<file path="config.mk">
export PLATFORM = sky130hd
export DESIGN_NAME = smg_disp_sched
export DESIGN_NICKNAME = d
export VERILOG_FILES = /design/src/rtl/smg_disp_sched_pkg.sv /design/src/rtl/smg_rr_pick.sv /design/src/rtl/smg_disp_sched.sv
export SDC_FILE = /design/constraint.sdc
export NUM_CORES = 1
export LEC_CHECK = 0
export BUFFER_PORTS_ARGS = -buffer_cell sky130_fd_sc_hd__buf_2
export CORE_UTILIZATION = 55
export DETAILED_ROUTE_END_ITERATION = 8
export PLACE_DENSITY = 0.85
export SLEW_MARGIN = 20
export SYNTH_ARGS = -nofsm -noshare
export SYNTH_HDL_FRONTEND = slang
export SYNTH_SLANG_ARGS = --single-unit
</file>
<file path="constraint.sdc">
create_clock -name clk_1hz -period 5.6 [get_ports clk_1hz]
set_clock_uncertainty 0.05 [all_clocks]
set_input_delay 0.56 -clock clk_1hz [delete_from_list [all_inputs] [get_ports clk_1hz]]
set_output_delay 0.56 -clock clk_1hz [all_outputs]
set_load 0.02 [all_outputs]
</file>
<file path="src/rtl/smg_disp_sched_pkg.sv">
// Shared definitions for the seven-segment display scheduler.
package smg_disp_sched_pkg;

    typedef enum logic {
        IDLE = 1'b0,
        HOLD = 1'b1
    } state_t;

    localparam logic [1:0] DEF_SRC  = 2'd0;
    localparam logic [7:0] RST_BYTE = 8'h00;

endpackage

</file>
<file path="src/rtl/smg_rr_pick.sv">
// Round-robin picker: first asserted req after last_src, wrapping modulo NUM_SRC.
module smg_rr_pick #(
    parameter int NUM_SRC = 3
) (
    input  logic [NUM_SRC-1:0] req,
    input  logic [1:0]         last_src,
    output logic [1:0]         winner,
    output logic               valid
);

    int idx;

    // Scan from the far end so the nearest requester is the last one written.
    always_comb begin
        winner = 2'd0;
        valid  = 1'b0;
        idx    = 0;
        for (int k = NUM_SRC; k >= 1; k--) begin
            idx = (int'(last_src) + k) % NUM_SRC;
            if (req[idx]) begin
                winner = 2'(idx);
                valid  = 1'b1;
            end
        end
    end

endmodule

</file>
<file path="src/rtl/smg_disp_sched.sv">
// Time-shares the 2-digit hex display among NUM_SRC byte producers, round-robin.
// Optional SMG_SCHED_PREEMPT_EN lets source 0 abort a hold held by another source.
module smg_disp_sched
    import smg_disp_sched_pkg::*;
#(
    parameter int NUM_SRC    = 3,
    parameter int HOLD_TICKS = 3,
    parameter int CNT_W      = 4
) (
    input  logic                 clk_1hz,
    input  logic                 rst,
    input  logic [NUM_SRC-1:0]   req,
    input  logic [NUM_SRC*8-1:0] src_data,
    output logic [NUM_SRC-1:0]   ack,
    output logic [7:0]           disp_data,
    output logic [1:0]           disp_src,
    output logic                 disp_update,
    output logic                 busy
);

    state_t             state, state_nx;
    logic [CNT_W-1:0]   hold_cnt, hold_nx;
    logic [1:0]         last_src, last_nx;
    logic [7:0]         data_nx;
    logic [1:0]         src_nx;
    logic [NUM_SRC-1:0] ack_nx;
    logic               upd_nx;
    logic               busy_nx;
    logic               grant;
    logic [1:0]         gsrc;
    logic [1:0]         win;
    logic               win_vld;

    smg_rr_pick #(
        .NUM_SRC (NUM_SRC)
    ) u_pick (
        .req      (req),
        .last_src (last_src),
        .winner   (win),
        .valid    (win_vld)
    );

    always_ff @(posedge clk_1hz or negedge rst) begin
        if (!rst) begin
            state       <= IDLE;
            hold_cnt    <= '0;
            last_src    <= 2'(NUM_SRC - 1);
            disp_data   <= RST_BYTE;
            disp_src    <= DEF_SRC;
            ack         <= '0;
            disp_update <= 1'b0;
            busy        <= 1'b0;
        end else begin
            state       <= state_nx;
            hold_cnt    <= hold_nx;
            last_src    <= last_nx;
            disp_data   <= data_nx;
            disp_src    <= src_nx;
            ack         <= ack_nx;
            disp_update <= upd_nx;
            busy        <= busy_nx;
        end
    end

    always_comb begin
        state_nx = state;
        hold_nx  = hold_cnt;
        last_nx  = last_src;
        data_nx  = disp_data;
        src_nx   = disp_src;
        ack_nx   = '0;
        upd_nx   = 1'b0;
        grant    = 1'b0;
        gsrc     = win;

        unique case (state)
            IDLE: begin
                if (win_vld)
                    grant = 1'b1;
            end
            HOLD: begin
`ifdef SMG_SCHED_PREEMPT_EN
                if (disp_src != DEF_SRC && req[0]) begin
                    grant = 1'b1;
                    gsrc  = DEF_SRC;
                end else
`endif
                if (hold_cnt != '0)
                    hold_nx = hold_cnt - 1'b1;
                else if (win_vld)
                    grant = 1'b1;
                else
                    state_nx = IDLE;
            end
            default: state_nx = IDLE;
        endcase

        if (grant) begin
            state_nx = HOLD;
            hold_nx  = CNT_W'(HOLD_TICKS - 1);
            last_nx  = gsrc;
            data_nx  = src_data[int'(gsrc)*8 +: 8];
            src_nx   = gsrc;
            ack_nx   = NUM_SRC'(1) << gsrc;
            upd_nx   = 1'b1;
        end

        busy_nx = (state_nx == HOLD);
    end

endmodule
</file>
* Word-level counts from Yosys, hierarchy flattened
Index checks and enable logic that the tools add are counted.
** Cells by class
- Add/subtract/negate cells :: 4
- Muxes and demuxes :: 26
- Order comparisons :: 3
- Shifts and indexed selects :: 2
- Reductions and logical operators :: 4
- Divide/modulo/power cells :: 3
- Bitwise operators :: 1
** Operator list (number)
- 32-bit by 4-bit < comparator with 1-bit output, second input constant :: 3
- 32-bit by 3-bit remainder unit with 32-bit output, second input constant :: 3
- 24-bit by 6-bit indexed part select with 8-bit output :: 1
- 1-bit two-way mux :: 15
- 4-bit two-way mux :: 3
- 2-bit by 2-bit adder with 3-bit output, second input constant :: 2
- 1-bit binary-select mux with 2-bit select :: 3
- 2-bit two-way mux :: 3
- 2-bit nonzero test :: 2
- 4-bit nonzero test :: 1
- 4-bit by 1-bit subtractor with 4-bit output, second input constant :: 1
- 2-bit by 1-bit adder with 3-bit output, second input constant :: 1
- 3-bit two-way mux :: 1
- 1-bit by 2-bit << shifter with 3-bit output, first input constant :: 1
- 1-bit case mux with 2 select lines :: 1
- 2-bit AND reduction :: 1
- 1-bit NOT :: 1
** Word-level totals
- Bits in registers :: 21
- Output and inout bits :: 15
- Input port bits :: 29

* Depth between registers and ports, before layout
- Depth after elaboration :: 13
- Depth in mapped cells :: 10

* Hierarchy
From an unflattened synthesis, not the netlist that was laid out.
** Unflattened totals
- Cell total of the unflattened synthesis :: 106
- Area total of the unflattened synthesis :: 1207.4 sq um
** By module, submodules not included
- smg_disp_sched :: times used 1, cells each 79, area an instance 1016.0 sq um
- smg_rr_pick :: times used 1, cells each 27, area an instance 191.4 sq um

* Worst setup path after synthesis
No wires, ideal clock.
- Path kind :: register to register
- From :: register last_src[1]
- To :: register disp_data[2]
- Path slack :: 3.546 ns
- Required time :: 5.420 ns
- Setup time :: 0.130 ns
- Stages on the path, launching flop included :: 9
- Period minus slack after synthesis :: 2.054 ns
- Arrival time :: 1.874 ns
- Cells stage by stage :: dfstp_2 > inv_1 > ha_1 > mux2i_1 > mux2_2 > a31o_2 > buf_2 > a32oi_1 > nand3_1
** On the way
- Cells in the longest elaborated chain, start to end :: 11
- Elaborated cells between the ends (all ways) :: 25
** RTL lines
- from (decl) :: RTL line smg_disp_sched.sv:23 : logic [1:0] last_src, last_nx;
- from (signal assigned) :: RTL line smg_disp_sched.sv:47 : last_src <= 2'(NUM_SRC - 1);
- from (signal assigned) :: RTL line smg_disp_sched.sv:56 : last_src <= last_nx;
- branches (longest 11 deep; another with 32-bit by 3-bit remainder unit with 32-bit output)
- to (signal assigned) :: RTL line smg_disp_sched.sv:57 : disp_data <= data_nx;
- to (decl) :: RTL line smg_disp_sched.sv:15 : output logic [7:0] disp_data,
Several ways; the timed one is not identified. The select of a mux whose other input is x is not followed.
A chain may end at the register's enable or synchronous reset.

* Worst setup path in the final report
- From :: register hold_cnt[0]
- To :: register disp_data[0]
** On the way
- Cells in the longest elaborated chain, start to end :: 3
** RTL lines
- from (decl) :: RTL line smg_disp_sched.sv:22 : logic [CNT_W-1:0] hold_cnt, hold_nx;
- from (signal assigned) :: RTL line smg_disp_sched.sv:55 : hold_cnt <= hold_nx;
- 4-bit nonzero test :: RTL line smg_disp_sched.sv:88 : if (hold_cnt != '0)
- 1-bit two-way mux :: RTL line smg_disp_sched.sv:88
- 1-bit case mux with 2 select lines :: RTL line smg_disp_sched.sv:76 : unique case (state)
- net grant :: RTL line smg_disp_sched.sv:29 : logic grant;
The timed path passes the listed nets, and every way through them passes these cells.

==> flow_metrics.py <==
metrics = {
    "outcome": {
        "status": "finished with violations",
        "violations": "design-rule violations",
    },
    "place": {
        "dp_slack_ns": 3.14,
        "gp_congestion": 0.888,
        "dp_cells": 210,
        "dp.final_hpwl_um": 2550,
        "numPortBuffers": 43,
        "placed_area_um2": 1620,
    },
    "sta": {
        "fmax_mhz": 386,
        "hold_viol": 0,
        "whs_ns": 0.127,
        "setup_ws_ns": 3.01,
        "slew_violations": 0,
        "rsz0062_at_grt": "no",
        "fin_crit_sh_pct": 46.2,
        "timing_worst_slew_pin_value_ns": 0.908,
        "fin_crit_ns": 2.59,
        "fin_tns_setup_ns": 0,
        "finalSetupViolations": 0,
        "slew_headroom_pct": 39.4,
    },
    "final_layout": {
        "antennaDiodeCount": 0,
        "final_common_cell": "buf_2",
        "instances_no_fill": 214,
        "syn2layout_area_growth_pct": 16.2,
        "drive_above_1_share_pct": 31.5,
        "num-nets-final": 219,
        "stdcell_area_um2": 1670,
        "layout_common_cells": "43 x buf_2, 19 x dfrtp_1, 15 x inv_1",
    },
    "synthesis": {
        "ys_async_sr_fraction_pct": 100,
        "avgSynthCellArea_um2": 9.73,
        "synth_fp_nets": 182,
        "synthDistinctLibCells": 44,
        "yosysWarnings": 0,
        "synth_ff_type": "dfrtp_1",
        "synth-seq-area-share_pct": 34.8,
        "synth-seq-cells": 20,
        "synth_enable_flop_cells": 0,
        "synth_area_um2": 1440,
        "syn_inst": 148,
    },
    "clock_network": {
        "clockBufferDepth": 2,
        "clkTransAtPathRegs_ns": 0.12,
        "cts_root_buf": "clkbuf_4",
        "cts_hold_buf": 0,
        "cts_tree": "built",
        "clkLatencyLatePin_ns": 0.31,
        "cts_htree_levels": 1,
        "clkSinkCount": 20,
        "cts_resized": 0,
        "post_cts_buffers": 0,
        "cts_buffers": 3,
    },
    "routing": {
        "dr.pass1.iters": 8,
        "drc": 1,
        "antenna_left": 0,
        "drt-wirelength-per-cell_um": 16.8,
        "wl_um": 3610,
        "drt_iter0_markers": 47,
        "vias": 1327,
        "routed_via_density": 6.20,
    },
    "setup_path": {
        "timing.critical_path.to": "disp_data[0]",
        "r2r_slack_ns": 3.01,
        "worst-r2r-cell-count": 8,
        "critPathMaxFanout": 13,
        "endpoint_kind": "register",
        "crit_top_cell": "inv_1",
        "crit_arrival_ns": 2.77,
        "crit_chain": "inv_1 -> ha_1 -> nor3b_1 -> nor2b_1 -> a31o_2 -> inv_1 -> mux2i_1 -> a31oi_1",
        "startpoint": "hold_cnt[0]",
        "rr_startpoint": "hold_cnt[0]",
        "slowest_delay_ns": 0.71,
        "critical_path_class": "register to register",
        "slowest_stage": "nor2b_1",
        "cp-start-kind": "register",
        "required_ns": 5.78,
        "r2r_end": "disp_data[0]",
    },
    "global_routing": {
        "first_global_vias": 1201,
        "track_usage_pct": 28.0,
        "grt_start_max_net_pins": 21,
        "antenna_found_initial": 0,
        "grt_overflow": 0,
        "grt_pass1_wl_um": 5660,
    },
    "floorplan": {
        "dieArea_um2": 2830,
        "fp-row-count": 18,
        "initial_core_util_pct": 58.1,
        "die_w_um": 53.2,
        "fp.dieH_um": 53.2,
        "coreArea_um2": 2480,
        "io_pins": 44,
    },
    "power_and_ir_drop": {
        "clockPowerShare_pct": 12.6,
        "combinationalPowerShare_pct": 61.7,
        "p_int_uw": 488,
        "pwr-share-seq_pct": 25.7,
        "leakage_uw": 0.000793,
        "sw_frac_of_total_pct": 49.3,
        "pwr_density_cell_nw_per_um2": 575,
        "peakVddDrop_mv": 0.330,
        "p_switching_uw": 474,
    },
    "min_path": {
        "hp-class": "input pin to asynchronous set/reset pin",
    },
    "run": {
        "cap_viol_max_count": 0,
    },
}
[registers in the layout (all words and copies together), names as in the netlist]
name / cells
disp_update: 1
last_src: 1
state: 1
disp_src: 2
ack: 3
disp_data: 8
hold_cnt: 4
[synth_stat cells (2+ instances only)]
cell / instances / area [um^2]
a21oi_1: 2 / 10.0
buf_2: 4 / 20.0
a21o_1: 2 / 15.0
nor2_1: 5 / 18.8
and2_1: 9 / 56.3
a211oi_1: 8 / 60.1
ha_1: 5 / 62.6
o2111ai_1: 7 / 61.3
nor2b_1: 3 / 18.8
o21a_1: 2 / 15.0
mux2i_1: 5 / 50.1
nand2_1: 3 / 11.3
buf_6: 3 / 33.8
nand4_1: 8 / 50.1
nand2b_1: 2 / 12.5
dfrtp_1: 19 / 475
clkbuf_1: 3 / 11.3
inv_1: 15 / 56.3
nand3b_1: 3 / 22.5
mux2_2: 2 / 22.5
nand3_1: 9 / 45.0
a32oi_1: 7 / 61.3
[power groups by stage]
stage | clock [uW] | sequential [uW] | combinational [uW]
6_report | 121 | 247 | 593
5_1_grt | 129 | 253 | 644
4_1_cts | 123 | 246 | 585
3_5_place_dp | 0 | 249 | 579
3_3_place_gp | 0 | 244 | 558
2_1_floorplan | 0 | 291 | 423
[area by class of cell]
type	count	area [um^2]
Sequential cell	20	502
Clock inverter	1	30.0
Clock buffer	3	22.5
Fill cell	223	805
Inverter	15	56.3
Tap cell	30	37.5
Timing Repair Buffer	43	215
Multi-Input combinational cell	102	810
[cells by family after synthesis]
logic type                 Yosys count  synth area share (%)
AOI/OAI and AO/OA                   42                  26.3
xor gates and xnor gates             1                 0.608
adders and majority gates            5                  4.34
buffers and inverters               26                  8.95
DFF                                 20                  34.8
muxes                                8                  6.60
and+or+nand+nor                     46                  18.3
[layer usage]
metal / share of wire (%) / wire length (um) / track usage (%) / vias up
met5: 0 / 0 / 0 / -
met4: 0.94 / 34 / 8.77 / 0
met3: 5.3 / 190 / 4.31 / 4
met2: 47 / 1700 / 44.7 / 61
met1: 47 / 1680 / 38.3 / 627
li1: - / - / - / 635
[how the worst min path moves through the flow]
stage / start / end / slack (ns) / cells past startpoint
2_1_floorplan: rst / ack[0] / 0.21 / 0
3_3_place_gp: disp_src[1] / disp_src[1] / 0.42 / 1
3_5_place_dp: disp_data[5] / disp_data[5] / 0.43 / 2
4_1_cts: rst / disp_data[4] / 0.14 / 1
5_1_grt: rst / disp_data[4] / 0.15 / 1
6_report: rst / state / 0.13 / 1
[critical path, delay by kind of cell, from the launching register on]
kind            cells  cell delay, ns
flops               1            0.41
simple gates        2            0.87
fa+ha+maj           1            0.22
compound gates      2            0.58
mux                 1            0.15
buf+inv             2            0.24
[per-stage QoR]
step / total power, uW / utilization, %
floorplan: 713 / -
global placement: 802 / 65.4
detailed placement: 828 / 65.4
CTS: 954 / 67.5
global route: 1030 / 67.5
finish: 961 / 67.5
(Power assumes the default switching activity.)
